`src/rtl/systolic_tile_ctrl.sv`:
```
// Tile sequencer for an N x N weight-stationary PE array: loads weights, switches them
// in with a row skew, streams M input vectors and drains the array before pulsing done.
module systolic_tile_ctrl #(
    parameter int ARRAY_WIDTH   = 16,
    parameter int DATA_WIDTH_IN = 8,
    parameter int VEC_CNT_WIDTH = 10
) (
    input  logic                                          clk,
    input  logic                                          rst,
    input  logic                                          start,
    input  logic [VEC_CNT_WIDTH-1:0]                      cfg_num_vectors,
    input  logic [ARRAY_WIDTH-1:0]                        cfg_col_en,
    output logic                                          w_rd_en,
    output logic [$clog2(ARRAY_WIDTH)-1:0]                w_rd_addr,
    input  logic [ARRAY_WIDTH*DATA_WIDTH_IN-1:0]          w_rd_data,
    output logic [ARRAY_WIDTH*DATA_WIDTH_IN-1:0]          north_weight,
    output logic [ARRAY_WIDTH*$clog2(ARRAY_WIDTH)-1:0]    north_index,
    output logic [ARRAY_WIDTH-1:0]                        north_accept_w,
    output logic [ARRAY_WIDTH-1:0]                        col_enable,
    output logic                                          a_rd_en,
    output logic [VEC_CNT_WIDTH-1:0]                      a_rd_addr,
    output logic [ARRAY_WIDTH-1:0]                        west_valid,
    output logic [ARRAY_WIDTH-1:0]                        west_switch,
    output logic [ARRAY_WIDTH-1:0]                        top_psum_valid,
    output logic                                          busy,
    output logic                                          done
);

    localparam int N     = ARRAY_WIDTH;
    localparam int IW    = $clog2(N);
    localparam int DW_CW = $clog2(2 * N + 1);
    localparam int CNT_W = (VEC_CNT_WIDTH > DW_CW) ? VEC_CNT_WIDTH : DW_CW;

    typedef enum logic [2:0] {
        S_IDLE,
        S_LOAD,
        S_SETTLE,
        S_SWITCH,
        S_COMPUTE,
        S_DRAIN,
        S_DONE
    } state_t;

    state_t                     state_q, state_d;
    logic [CNT_W-1:0]           cnt_q;
    logic [VEC_CNT_WIDTH-1:0]   m_q;
    logic [N-1:0]               col_en_q;
    logic                       w_pres_q;
    logic [IW-1:0]              w_idx_q;
    logic [N-1:0]               sw_q;
    logic [N-1:0]               v_q;
    logic                       accept;
    logic                       sw_row0;

    // The tile length only depends on N and the latched M, so every phase ends on a
    // fixed count of the shared counter, which restarts at zero on every transition.
    always_comb begin
        // NOTE: every combinational output gets a default first so no path infers a latch.
        state_d   = state_q;
        accept    = 1'b0;
        sw_row0   = 1'b0;
        w_rd_en   = 1'b0;
        w_rd_addr = '0;
        a_rd_en   = 1'b0;
        a_rd_addr = '0;
        busy      = 1'b0;
        done      = 1'b0;
        case (state_q)
            S_IDLE: begin
                if (start) begin
                    accept  = 1'b1;
                    state_d = S_LOAD;
                end
            end
            S_LOAD: begin
                busy      = 1'b1;
                w_rd_en   = 1'b1;
                w_rd_addr = cnt_q[IW-1:0];
                if (cnt_q == CNT_W'(N - 1)) state_d = S_SETTLE;
            end
            S_SETTLE: begin
                busy = 1'b1;
                if (cnt_q == CNT_W'(N)) state_d = S_SWITCH;
            end
            S_SWITCH: begin
                busy    = 1'b1;
                sw_row0 = 1'b1;
                state_d = (m_q == '0) ? S_DRAIN : S_COMPUTE;
            end
            S_COMPUTE: begin
                busy      = 1'b1;
                a_rd_en   = 1'b1;
                a_rd_addr = cnt_q[VEC_CNT_WIDTH-1:0];
                if (cnt_q == CNT_W'(m_q) - CNT_W'(1)) state_d = S_DRAIN;
            end
            S_DRAIN: begin
                busy = 1'b1;
                if (cnt_q == CNT_W'(2 * N)) state_d = S_DONE;
            end
            S_DONE: begin
                done = 1'b1;
                if (start) begin
                    accept  = 1'b1;
                    state_d = S_LOAD;
                end else begin
                    state_d = S_IDLE;
                end
            end
            default: state_d = S_IDLE;
        endcase
    end

    always_ff @(posedge clk) begin
        if (rst) begin
            state_q  <= S_IDLE;
            cnt_q    <= '0;
            m_q      <= '0;
            col_en_q <= '0;
            w_pres_q <= 1'b0;
            w_idx_q  <= '0;
            sw_q     <= '0;
            v_q      <= '0;
        end else begin
            // NOTE: sequential state uses non-blocking assignments so every register
            // samples pre-edge values regardless of statement order.
            state_q  <= state_d;
            cnt_q    <= (state_d != state_q) ? '0 : cnt_q + CNT_W'(1);
            if (accept) begin
                m_q      <= cfg_num_vectors;
                col_en_q <= cfg_col_en;
            end
            w_pres_q <= w_rd_en;
            w_idx_q  <= w_rd_addr;
            sw_q     <= {sw_q[N-2:0], sw_row0};
            v_q      <= {v_q[N-2:0], a_rd_en};
        end
    end

    // Weight buffer data returns one cycle after the strobe, so the presentation
    // window is the registered strobe and the index is the registered address.
    always_comb begin
        north_index = '0;
        for (int c = 0; c < N; c++) begin
            north_index[c*IW +: IW] = w_pres_q ? w_idx_q : '0;
        end
    end

    assign north_weight   = w_pres_q ? w_rd_data : '0;
    assign north_accept_w = w_pres_q ? col_en_q : '0;
    assign col_enable     = busy ? col_en_q : '0;

    // Bit r of each line is the row-0 event delayed r cycles, matching the input skew.
    assign west_switch    = {sw_q[N-2:0], sw_row0};
    assign west_valid     = v_q;
    assign top_psum_valid = v_q & col_en_q;

endmodule

```
`config.mk`:
```
export PLATFORM = sky130hd
export DESIGN_NAME = systolic_tile_ctrl
export DESIGN_NICKNAME = d
export VERILOG_FILES = /design/src/rtl/systolic_tile_ctrl.sv
export SDC_FILE = /design/constraint.sdc
export NUM_CORES = 1
export LEC_CHECK = 0
export BUFFER_PORTS_ARGS = -buffer_cell sky130_fd_sc_hd__clkbuf_2
export CAP_MARGIN = 20
export CORE_AREA = 2 2 174 176
export DETAILED_ROUTE_END_ITERATION = 12
export DIE_AREA = 0 0 176 178
export HOLD_SLACK_MARGIN = 0.05
export PLACE_DENSITY_LB_ADDON = 0.3
export SLEW_MARGIN = 15
export SYNTH_ARGS = -nofsm -noshare
export SYNTH_HDL_FRONTEND = slang
export SYNTH_SLANG_ARGS = --single-unit
```
`constraint.sdc`:
```
create_clock -name clk -period 5.9 [get_ports clk]
set_clock_uncertainty 0.15 [all_clocks]
set_input_delay 0 -clock clk [delete_from_list [all_inputs] [get_ports clk]]
set_output_delay 0 -clock clk [all_outputs]
set_load 0.05 [all_outputs]
```
-- Word-level counts from Yosys, hierarchy flattened
Index checks and enable logic that the tools add are counted.
- word-level logic and storage cells: 48
- register bits: 75
- output and inout bits: 290
- input bits: 157
- bitwise operators: 1
- reduce and logical (&&, ||, !) cells: 5
- muxes and demuxes: 21
- equal/unequal tests: 11
- $add $sub $neg: 2
- operator list (cell ; count):
    128-bit 2-to-1 mux ; 1
    16-bit 2-to-1 mux ; 2
    3-bit case mux with 7 select lines ; 1
    16-bit bitwise AND ; 1
    3-bit 2-to-1 mux ; 5
    10-bit by 1-bit adder with 10-bit output, second input constant ; 1
    10-bit == test ; 1
    10-bit by 4-bit == test with 1-bit output, second input constant ; 1
    10-bit by 5-bit == test with 1-bit output, second input constant ; 1
    10-bit by 6-bit == test with 1-bit output, second input constant ; 1
    10-bit logical NOT ; 1
    10-bit 2-to-1 mux ; 1
    10-bit by 1-bit subtractor with 10-bit output, second input constant ; 1
    3-bit == test, second input constant ; 3
    1-bit 2-to-1 mux ; 9
    4-bit 2-to-1 mux ; 2
    3-bit by 2-bit == test with 1-bit output, second input constant ; 2
    5-bit OR reduction ; 1
    2-bit OR reduction ; 2
    3-bit by 1-bit == test with 1-bit output, second input constant ; 1
    3-bit logical NOT ; 1
    3-bit inequality test ; 1

-- Logic depth before layout (Yosys ltp)
Gate-level depths: netlist of run 1.
- word-level depth: 6
- mapped depth: 8
- gate-level depth less buffers: 8

-- Worst setup path after synthesis of run 1
Ideal clock, no wire load.
- path kind: register to register
- start: reg state_q[2]
- end: reg cnt_q[2]
- clock period less this slack: 2714 ps
- library setup time: 122 ps
- arrival: 2442 ps
- path buffers: 1
- stages on the path, launching flop included: 8
- setup slack: 3186 ps
- required time: 5628 ps
- cells stage by stage: dfxtp_1 -> buf_2 -> nor3b_2 -> nand2_1 -> a2111oi_0 -> nand4_2 -> a21oi_4 -> nor2_1
- cells in the longest elaborated chain, start to end: 4
- elaborated cells between the ends (all ways): 15
- those cells by class: eq/ne: 7; mux: 6; reduce/logical: 2
- RTL lines (element ; RTL line ; text):
    start, declared ; 44 ; state_t state_q, state_d;
    start signal, assigned ; 126 ; state_q <= state_d;
    3-bit == test (tied with other cells) ; 68 ; case (state_q)
    3-bit case mux with 7 select lines ; 68 ;
    3-bit inequality test * ; 127 ; cnt_q <= (state_d != state_q) ? '0 : cnt_q + CNT_W'(1);
    2-bit OR reduction (no source line) * ; -- ;
    end signal, assigned ; 127 ;
    end, declared ; 45 ; logic [CNT_W-1:0] cnt_q;
Mark *: on every way between the ends. The rest lies on a longest branch, timed or not.
A chain may end at the register's enable or synchronous reset.

-- Worst setup path after layout of run 1
- start: reg m_q[0]
- end: reg cnt_q[2]
- cells in the longest elaborated chain, start to end: 6
- elaborated cells between the ends (all ways): 8
- those cells by class: add/sub: 1; eq/ne: 2; mux: 3; reduce/logical: 2
- RTL lines (element ; RTL line ; text):
    start, declared ; 46 ; logic [VEC_CNT_WIDTH-1:0] m_q;
    start signal, assigned ; 129 ; m_q <= cfg_num_vectors;
    10-bit by 1-bit subtractor with 10-bit output ; 94 ; if (cnt_q == CNT_W'(m_q) - CNT_W'(1)) state_d = S_DRAIN;
    10-bit == test ; 94 ;
    3-bit 2-to-1 mux ; 94 ;
    3-bit case mux with 7 select lines * ; 68 ;
    3-bit inequality test * ; 127 ;
    2-bit OR reduction (no source line) * ; -- ;
Marked as above.

==> results of run 1 <==
==> kinds of logic after synthesis <==
family | Yosys count | share of synthesized area, %
adders and majority gates | 3 | 0.795
xor gates and xnor gates | 19 | 3.53
DFF | 75 | 31.8
and+or+nand+nor | 349 | 42.8
buffers and inverters | 108 | 13.7
AOI/OAI and AO/OA | 54 | 7.40
==> through the flow <==
stage | power, µW | utilization [%] | std cells
floorplan | 799 | - | 608
global placement | 932 | 23.4 | 1348
global route | 1540 | 25.5 | 1400
detailed placement | 935 | 23.4 | 1348
CTS | 1480 | 25.5 | 1399
finish | 1450 | 25.6 | 1405
==> final timing paths <==
path	startpoint	end	slack, ns	cells after the start
hold reg to reg	sw_q[4]$_SDFF_PP0_	sw_q[5]$_SDFF_PP0_	0.31	1
hold / removal	rst	sw_q[0]$_SDFF_PP0_	0.13	3
setup / recovery	m_q[0]$_SDFFE_PP0P_	cnt_q[2]$_SDFF_PP0_	3.19	8
setup reg to reg	m_q[0]$_SDFFE_PP0P_	cnt_q[2]$_SDFF_PP0_	3.19	8
==> power groups by stage <==
stage          clock network (µW)  registers [µW]  logic, µW
3_5_place_dp                    0             563        372
6_report                      513             550        389
2_1_floorplan                   0             542        257
3_3_place_gp                    0             563        369
4_1_cts                       539             552        392
5_1_grt                       564             555        418
==> layout by cell type, fill, tap and decap left out, types with 9 or more instances in the layout <==
cell type	instances
clkbuf_16	9
nand2_1	61
nor2_1	16
clkbuf_2	446
and2_1	189
a21oi_1	32
dfxtp_1	74
nor2b_1	34
dlygate4sd3_1	35
xnor2_1	11
nor3_1	13
==> worst max-delay path, stage by stage, from the launching register on <==
cell,delay (ns)
dfxtp_1,0.36
inv_1,0.08
ha_1,0.23
nor3b_1,0.48
nand2_1,0.13
a2111oi_0,0.53
nand4_2,0.24
a21oi_4,0.31
nor2_1,0.08
==> sequential cells by signal, summed over array words and instances (netlist names) <==
signal	cells
m_q	10
w_idx_q	4
cnt_q	10
sw_q	15
state_q	3
w_pres_q	1
col_en_q	16
west_valid	16
==> layout make-up <==
class                      instances  share of cell area (%)
sequential                        75                    20.0
tap                              390                    6.49
timing repair buffer             485                    34.8
multi-input combinational        425                    34.6
antenna                            6                   0.200
clock buffer                      10                    3.05
inverter                           8                   0.399
clock inverter                     6                   0.533
==> per-layer routing <==
layer / track usage (%) / vias to the layer above
met5: 0 / -
met4: 3.34 / 0
met3: 4.22 / 18
met2: 23.9 / 216
met1: 20.0 / 2399
li1: - / 2681
==> what timing repair did <==
item                       4_1_cts  5_1_grt
hold buffers                    35        0
hold endpoints to repair        26        0
setup endpoints to repair        0        0
==> out/qor.txt, run 1 <==
# port buffers: 446
WL met1: 10500 µm
Filler cell count: 3297
Element type at the critical path end: register
Ys Warns: 0
Post-synth ARST share: 0%
Die Span Y: 178 µm
# rows: 63
Cell with the most instances after synthesis: and2_1
Setup_tns: 0 ns
Seq pwr share: 37.9%
Global-route wire length before repair: 33800 µm
Reg area: 0.00151 mm²
Syn avg cell area: 7.76 µm²
Top cell type by total area after synthesis: dfxtp_1
# Post-CTS Setup Buffers: 0
Placed Area: 0.00688 mm²
Top post-synthesis cells by count: and2_1 (189), dfxtp_1 (75), buf_4 (61), nand2_1 (61), clkbuf_1 (35)
Total Nets Final: 1164
Final period utilization: 45.9%
DRT Wirelength: 24600 µm
RSZ-0062 raised after global routing: false
Total power divided by cell area: 193 mW/mm²
#FFs+latches synth: 75
GRT overflow: 0
Power Internal: 937 µW
Share of the synthesized area in the top cell type: 31.8%
Final min period: 2.71 ns
Fin worst setup slack: 3.19 ns
ANT nets after route: 0
Die W: 176 µm
TritonCTS buffer count: 9
Peak Freq: 369 MHz
Fin. max-slew vios: 0
Final-report setup violation count: 0
Critical path type: reg2reg
Layout area overhead: 59.3%
Final hold violation count: 0
Placer Congestion: 0.839
Pre-CTS setup slack: 3.19 ns
Leak: 0.00393 µW
Drt first-iter violations: 295
First-pass detailed-route iteration total: 4
Rel. slew slack: 41.4%
Clk root buf: clkbuf_16
Clk pwr share: 35.3%
Initial antenna violation count: 6
Cells after Synth: 608
Met2 WL post-DR: 11400 µm
CP required: 5.97 ns
Footprint of the multi-input gates: 0.00260 mm²
Crit start category: register
Total vias in the final route: 5314
Syn Std Cell Area: 0.00472 mm²
GRT Total Usage: 14.9%
Share of cells above drive strength 1: 47.4%
Hpwl dp: 20600 µm
Clk pin slew, worst setup/hold paths: 0.06 ns
Max layer used: met4
Hold Crit Class: in2reg
Clk sink count: 75
DRC violations left: 0
Vias per inst: 3.78
DR WL met3: 2340 µm
Main synth FF type: dfxtp_1
Syn_nets: 768
H-tree Lvls: 3
IO Count: 447
Initial Util: 16.1%
Vias in the first global route: 4961
Worst Path Arrival: 2.77 ns
Worst slew pin tran: 0.877 ns
Die area: 0.0313 mm²
Switching part of the total: 35.4%
Largest cells by area after synthesis: dfxtp_1 (32%), and2_1 (25%), buf_4 (9.7%)
Status: completed
Post_cts resized: 0
Switching power: 515 µW
WL/cell: 17.5 µm
Core area: 0.0294 mm²
Synth unique cells: 51
Post-route cell area: 0.00752 mm²
Seq/Total Area, Yosys: 31.8%
Post-synth EDFFs: 0
CTS tree: yes
Worst skew pair latency: 0.34 ns
Max Root-Sink Buffers: 2
Largest net degree at the start of global routing: 94
Worst Path Max Fanout: 9
Number of max-cap violations: 0
Combinational share of power: 26.8%
Hold slack: 0.131 ns
Maximum vdd drop: 0.126 mV
Power figures use the tool's default switching activity.
==> run 2, diff against run 1 <==
--- a/config.mk
+++ b/config.mk
@@ -5,11 +5,12 @@
 export SDC_FILE = /design/constraint.sdc
 export NUM_CORES = 1
 export LEC_CHECK = 0
+export ABC_AREA = 1
 export BUFFER_PORTS_ARGS = -buffer_cell sky130_fd_sc_hd__clkbuf_2
 export CAP_MARGIN = 20
-export CORE_AREA = 2 2 174 176
+export CORE_AREA = 2 2 176 178
 export DETAILED_ROUTE_END_ITERATION = 12
-export DIE_AREA = 0 0 176 178
+export DIE_AREA = 0 0 178 180
 export HOLD_SLACK_MARGIN = 0.05
 export PLACE_DENSITY_LB_ADDON = 0.3
 export SLEW_MARGIN = 15
==> constraint.sdc (replaced) <==
create_clock -name clk -period 2.3 [get_ports clk]
set_clock_uncertainty 0.15 [all_clocks]
set_input_delay 0 -clock clk [delete_from_list [all_inputs] [get_ports clk]]
set_output_delay 0 -clock clk [all_outputs]
set_load 0.05 [all_outputs]
==> run 2 against run 1 <==
  * Clock power grew to 2.9 times the previous value
  * Design area is 3.4% higher
  * Worst setup slack worse by 2.9 ns
  * Largest cell class unchanged
==> out/qor.txt, run 2 <==
Syn_nets: 1000 (+30%)
#FFs+latches synth: 75 (unchanged)
Peak Freq: 487 MHz
GRT Total Usage: 14.4% (-0.58 points)
Vias per inst: 3.70 (-2.2%)
Clk root buf: clkbuf_16
Final hold violation count: 0 (unchanged)
Core area: 0.0302 mm² (+2.7%)
RSZ-0062 raised after global routing: false
Hold slack: 0.230 ns (+0.0998 ns)
Syn Std Cell Area: 0.00484 mm² (+2.5%)
H-tree Lvls: 3 (unchanged)
WL/cell: 14.4 µm (-18%)
Die W: 178 µm (+1.1%)
TritonCTS buffer count: 9 (unchanged)
Total Nets Final: 1412 (+21%)
Layout area overhead: 60.7%
Crit path to: col_enable[1]
Drt first-iter violations: 222 (-25%)
Reg-to-reg critical path endpoint: m_q[5]$_SDFFE_PP0P_
Global-route wire length before repair: 35100 µm (+4.0%)
Post-synth EDFFs: 0 (unchanged)
Reg2reg setup slack: 0.26 ns (-2.93 ns)
Filler cell count: 3528 (+7.0%)
First-pass detailed-route iteration total: 4 (unchanged)
DRC violations left: 0 (unchanged)
RR Startpoint: state_q[2]$_SDFF_PP0_
CTS tree: yes
Cells after Synth: 840 (+38%)
Final period utilization: 89.3%
Crit start category: register
Ys Warns: 0 (unchanged)
Final min period: 2.06 ns
Clk sink count: 75 (unchanged)
# port buffers: 446 (unchanged)
CP startpoint: state_q[0]$_SDFF_PP0_
Share of the synthesized area in the top cell type: 31.0% (-0.77 points)
Post-synth ARST share: 0% (unchanged)
Max Root-Sink Buffers: 2 (unchanged)
# Post-CTS Setup Buffers: 0 (unchanged)
Vias in the first global route: 5917 (+19%)
DRT Wirelength: 23800 µm (-3.1%)
Main synth FF type: dfxtp_1
Total vias in the final route: 6130 (+15%)
Largest net degree at the start of global routing: 87 (-7.4%)
Hold Crit Class: in2out
Cell with the most instances after synthesis: inv_1
CP required: 2.15 ns (-3.82 ns)
Top cell type by total area after synthesis: dfxtp_1
Die Span Y: 180 µm (+1.1%)
Commonest non-fill, non-tap cell in the layout: clkbuf_2
Rel. slew slack: 63.1% (+22 points)
Hpwl dp: 20400 µm (-0.96%)
Total power divided by cell area: 512 mW/mm² (+170%)
Finished Layout Cells: 1658 (+18%)
Initial antenna violation count: 6 (unchanged)
# placed instances: 1600 (+19%)
Die area: 0.0320 mm² (+2.3%)
Initial Util: 16.0% (-0.029 points)
ANT nets after route: 0 (unchanged)
Syn avg cell area: 5.76 µm² (-26%)
Leak: 0.00533 µW (+36%)
Setup_tns: 0 ns (unchanged)
Number of max-cap violations: 0 (unchanged)
Synth unique cells: 23 (-55%)
Highest-count cells in the layout ignoring fill and taps: clkbuf_2 (446), inv_1 (241), nand2_1 (215)
GRT overflow: 0 (unchanged)
Largest cells by area after synthesis: dfxtp_1 (31%), inv_1 (19%), nand2_1 (17%)
Worst slew pin tran: 0.553 ns (-0.324 ns)
Clk pin slew, worst setup/hold paths: 0.06 ns (about the same)
Element type at the critical path end: primary output
Worst Path Arrival: 1.91 ns (-0.86 ns)
Critical path type: reg2out
Status: completed
Seq/Total Area, Yosys: 31.0% (-0.77 points)
Share of cells above drive strength 1: 38.8% (-8.6 points)
Top post-synthesis cells by count: inv_1 (241), nand2_1 (215), nor2_1 (102)
Worst skew pair latency: 0.35 ns (about the same)
# rows: 64 (+1.6%)
Fin. max-slew vios: 0 (unchanged)
Worst Path Max Fanout: 17 (+8)
IO Count: 447 (unchanged)
Length in cells of the worst reg-to-reg path: 6 (-2)
Final-report setup violation count: 0 (unchanged)
Maximum vdd drop: 0.336 mV (+170%)
Placer Congestion: 0.908 (+8.1%)
run 2: changes by cell type in the layout (fill, tap and decap cells not counted), moves of 9 or more:
cell     before  now
and2_1      189    0
o21ai_0       0   30
nand2_1      61  215
nor3_1       13    4
nor2_1       16  102
nand3_1       7   23
inv_1         8  241
nor2b_1      34    0
run 2: power by group:
| part | switching (µW) | internal (µW) | leakage [µW] | total, µW |
|---|---|---|---|---|
| Clock | 622 | 859 | 0.000149 | 1480 |
| Combinational | 762 | 331 | 0.00457 | 1090 |
| Sequential | 58.4 | 1350 | 0.000612 | 1410 |
| Total | 1440 | 2540 | 0.00533 | 3980 |
run 2: worst min-delay path by stage:
stage | from | end | cells past startpoint
6_report | w_rd_data[68] | north_weight[68] | 4
2_1_floorplan | cfg_num_vectors[5] | m_q[5]$_SDFFE_PP0P_ | 2
4_1_cts | start | col_en_q[2]$_SDFFE_PP0P_ | 3
5_1_grt | w_rd_data[68] | north_weight[68] | 4
3_5_place_dp | cfg_num_vectors[5] | m_q[5]$_SDFFE_PP0P_ | 3
3_3_place_gp | cfg_num_vectors[9] | m_q[9]$_SDFFE_PP0P_ | 3
run 2: area by class of cell:
cell class | count | area [µm²] | area share, %
antenna | 5 | 12.5 | 0.161
clock buffer | 9 | 225 | 2.90
clock inverter | 7 | 83.8 | 1.08
inverter | 247 | 927 | 11.9
multi-input combinational | 428 | 1850 | 23.8
sequential | 75 | 1510 | 19.4
tap | 396 | 495 | 6.37
timing repair buffer | 491 | 2680 | 34.4
run 2: cells by family (layout without fill, tap and decap cells):
group / after synthesis / after routing / synth area share (%)
and+or+nand+nor: 355 / 355 / 29.1
buffers and inverters: 337 / 754 / 30.9
DFF: 75 / 75 / 31.0
AOI/OAI and AO/OA: 58 / 58 / 6.00
xor gates and xnor gates: 12 / 12 / 2.17
adders and majority gates: 3 / 3 / 0.776
other: 0 / 5 / 0
run 2: metrics by stage:
step | power [µW] | instance area, µm² | setup slack [ns] | utilization, %
after floorplan | 2120 | 4840 | 0.235 | -
after global placement | 2470 | 7070 | 0.394 | 23.4
after detailed placement | 2480 | 7070 | 0.381 | 23.4
after CTS | 4040 | 7740 | 0.127 | 25.6
after global routing | 4200 | 7770 | 0.0451 | 25.7
final | 3980 | 7770 | 0.245 | 25.7
run 2: timing repair:
item                                    4_1_cts  5_1_grt
endpoints found under the setup margin        0        9
resized for setup                             0        2
endpoints found under the hold margin        58        8
hold buffers                                 36        1
run 2: critical path, cell delays in order (launching register included):
cell,delay [ns]
dfxtp_1,0.46
inv_2,0.11
nand3_1,0.13
nand2_1,0.07
buf_4,0.20
nor2_1,0.24
clkbuf_2,0.34
run 2: routing by layer:
layer  GRT usage (%)  vias up  share of wire [%]
li1                -     3116                  -
met4            3.97        2                1.8
met3            3.45       25                6.7
met1            17.1     2768                 42
met5               0        -              0.055
met2            25.4      219                 50
==> run 3, diff against run 2 <==
--- a/config.mk
+++ b/config.mk
@@ -5,12 +5,12 @@
 export SDC_FILE = /design/constraint.sdc
 export NUM_CORES = 1
 export LEC_CHECK = 0
-export ABC_AREA = 1
+export ABC_AREA = 0
 export BUFFER_PORTS_ARGS = -buffer_cell sky130_fd_sc_hd__clkbuf_2
 export CAP_MARGIN = 20
-export CORE_AREA = 2 2 176 178
+export CORE_AREA = 2 2 174 176
 export DETAILED_ROUTE_END_ITERATION = 12
-export DIE_AREA = 0 0 178 180
+export DIE_AREA = 0 0 176 178
 export HOLD_SLACK_MARGIN = 0.05
 export PLACE_DENSITY_LB_ADDON = 0.3
 export SLEW_MARGIN = 15
==> run 3 against run 2 <==
  * The flow now finishes with violations (negative setup slack)
  * Register-to-register slack got worse by 0.31 ns
  * Final cell count fell by 14%
  * Combinational power hardly changed
  * Clock-buffer cell count unchanged
  * Design area up 1.4%
==> out/qor.txt, run 3 (synthesized netlist as in run 1, its figures left out) <==
Status: finished, violations left
Violated checks: negative setup slack
H-tree Lvls: 3 (unchanged)
Hold Crit Class: in2reg
Worst skew pair latency: 0.33 ns (-0.02 ns)
Vias in the first global route: 5195 (-12%)
Critical path type: reg2reg
Largest net degree at the start of global routing: 82 (-5.7%)
Commonest non-fill, non-tap cell in the layout: clkbuf_2
Total Nets Final: 1191 (-16%)
Clk sink count: 75 (unchanged)
CTS tree: yes
WL/cell: 16.4 µm (+14%)
Global-route wire length before repair: 32100 µm (-8.5%)
Worst slew pin tran: 0.709 ns (+0.156 ns)
Drt first-iter violations: 195 (-12%)
Worst Path Arrival: 2.43 ns (+0.52 ns)
DRC violations left: 0 (unchanged)
Hold slack: 0.217 ns (-0.0136 ns)
Share of cells above drive strength 1: 50.6% (+12 points)
Vias per inst: 3.86 (+4.4%)
IO Count: 447 (unchanged)
CP required: 2.38 ns (+0.23 ns)
Reg2reg setup slack: -0.05 ns (-0.31 ns)
Core area: 0.0294 mm² (-2.6%)
Filler cell count: 3325 (-5.8%)
Fin. max-slew vios: 0 (unchanged)
Final min period: 2.35 ns (+0.293 ns)
Die W: 176 µm (-1.1%)
Final period utilization: 102% (+13 points)
Initial antenna violation count: 9 (+3)
# port buffers: 446 (unchanged)
First-pass detailed-route iteration total: 4 (unchanged)
Element type at the critical path end: register
Die area: 0.0313 mm² (-2.2%)
ANT nets after route: 0 (unchanged)
Number of max-cap violations: 0 (unchanged)
Total vias in the final route: 5525 (-9.9%)
GRT overflow: 0 (unchanged)
Max Root-Sink Buffers: 2 (unchanged)
# rows: 63 (-1.6%)
GRT Total Usage: 13.8% (-0.60 points)
Placed Area: 0.00719 mm² (+1.7%)
Clk root buf: clkbuf_16
Total power divided by cell area: 515 mW/mm² (+0.50%)
Fin worst setup slack: -0.0481 ns (-0.293 ns)
Final core utilization: 26.8% (+1.1 points)
TritonCTS buffer count: 9 (unchanged)
RSZ-0062 raised after global routing: true
Hpwl dp: 19400 µm (-5.1%)
DRT Wirelength: 23400 µm (-1.6%)
Final hold violation count: 0 (unchanged)
Clk pin slew, worst setup/hold paths: 0.07 ns (about the same)
Peak Freq: 426 MHz (-12%)
Pre-CTS setup slack: -0.125 ns (-0.506 ns)
Crit start category: register
Worst Path Max Fanout: 5 (-12)
Placer Congestion: 0.912 (+0.52%)
Layout area overhead: 67.0%
Initial Util: 16.1% (+0.029 points)
Highest-count cells in the layout ignoring fill and taps: clkbuf_2 (445), and2_1 (189), dfxtp_1 (73)
Post-route cell area: 0.00788 mm² (+1.4%)
Maximum vdd drop: 0.327 mV (-2.8%)
Rel. slew slack: 52.4% (-11 points)
# Post-CTS Setup Buffers: 0 (unchanged)
Final-report setup violation count: 9 (+9)
Leak: 0.00414 µW (-22%)
Die Span Y: 178 µm (-1.1%)
[run 3: area by class of cell]
type                            count  area (µm²)  area share (%)
Clock buffer                        9         225            2.86
Timing Repair Buffer              511        2830            35.9
Sequential cell                    75        1510            19.1
Clock inverter                      7        98.8            1.25
Inverter                            8        30.0           0.381
Antenna cell                        5        12.5           0.159
Tap cell                          390         488            6.19
Multi-Input combinational cell    426        2690            34.2
[run 3: worst paths after layout]
check                            from                         to  cells after the start
hold reg to reg    sw_q[9]$_SDFF_PP0_        sw_q[10]$_SDFF_PP0_                      1
hold / removal                  start  col_en_q[14]$_SDFFE_PP0P_                      5
setup / recovery  m_q[7]$_SDFFE_PP0P_        cnt_q[7]$_SDFF_PP0_                      6
setup reg to reg  m_q[7]$_SDFFE_PP0P_        cnt_q[7]$_SDFF_PP0_                      6
[run 3: what timing repair did]
action	CTS	global route
endpoints found under the setup margin	9	27
gates cloned	1	0
resized for setup	2	11
hold buffers	27	0
pin swaps	10	6
endpoints found under the hold margin	39	0
[run 3: critical path, cell delays in order, from the launching register on]
cell	delay, ns
dfxtp_1	0.31
or4_4	0.53
or4_4	0.53
a22oi_2	0.23
nand4_4	0.17
a21oi_4	0.26
nor2_1	0.06
[run 3: power by group]
group	total (µW)	switching (µW)	internal (µW)
clock network	1590	624	963
logic	1090	712	382
registers	1370	39.0	1330
total	4060	1380	2680
[run 3: stage by stage]
step | total power [µW] | TNS, ns | cells
3_3_place_gp | 2440 | -0.794 | 1382
5_1_grt | 4260 | -1.11 | 1429
6_report | 4060 | -0.258 | 1431
4_1_cts | 4120 | -0.527 | 1426
2_1_floorplan | 2060 | -0.386 | 608
3_5_place_dp | 2440 | -1.05 | 1382
[run 3: per-layer routing]
layer  GRT usage [%]  up-vias  part of all wire, %
li1                -     2725                    -
met1            15.5     2556                   39
met2            24.3      215                   51
met3            5.33       25                  8.9
met4            3.68        4                  1.8
met5               0        -                 0.11
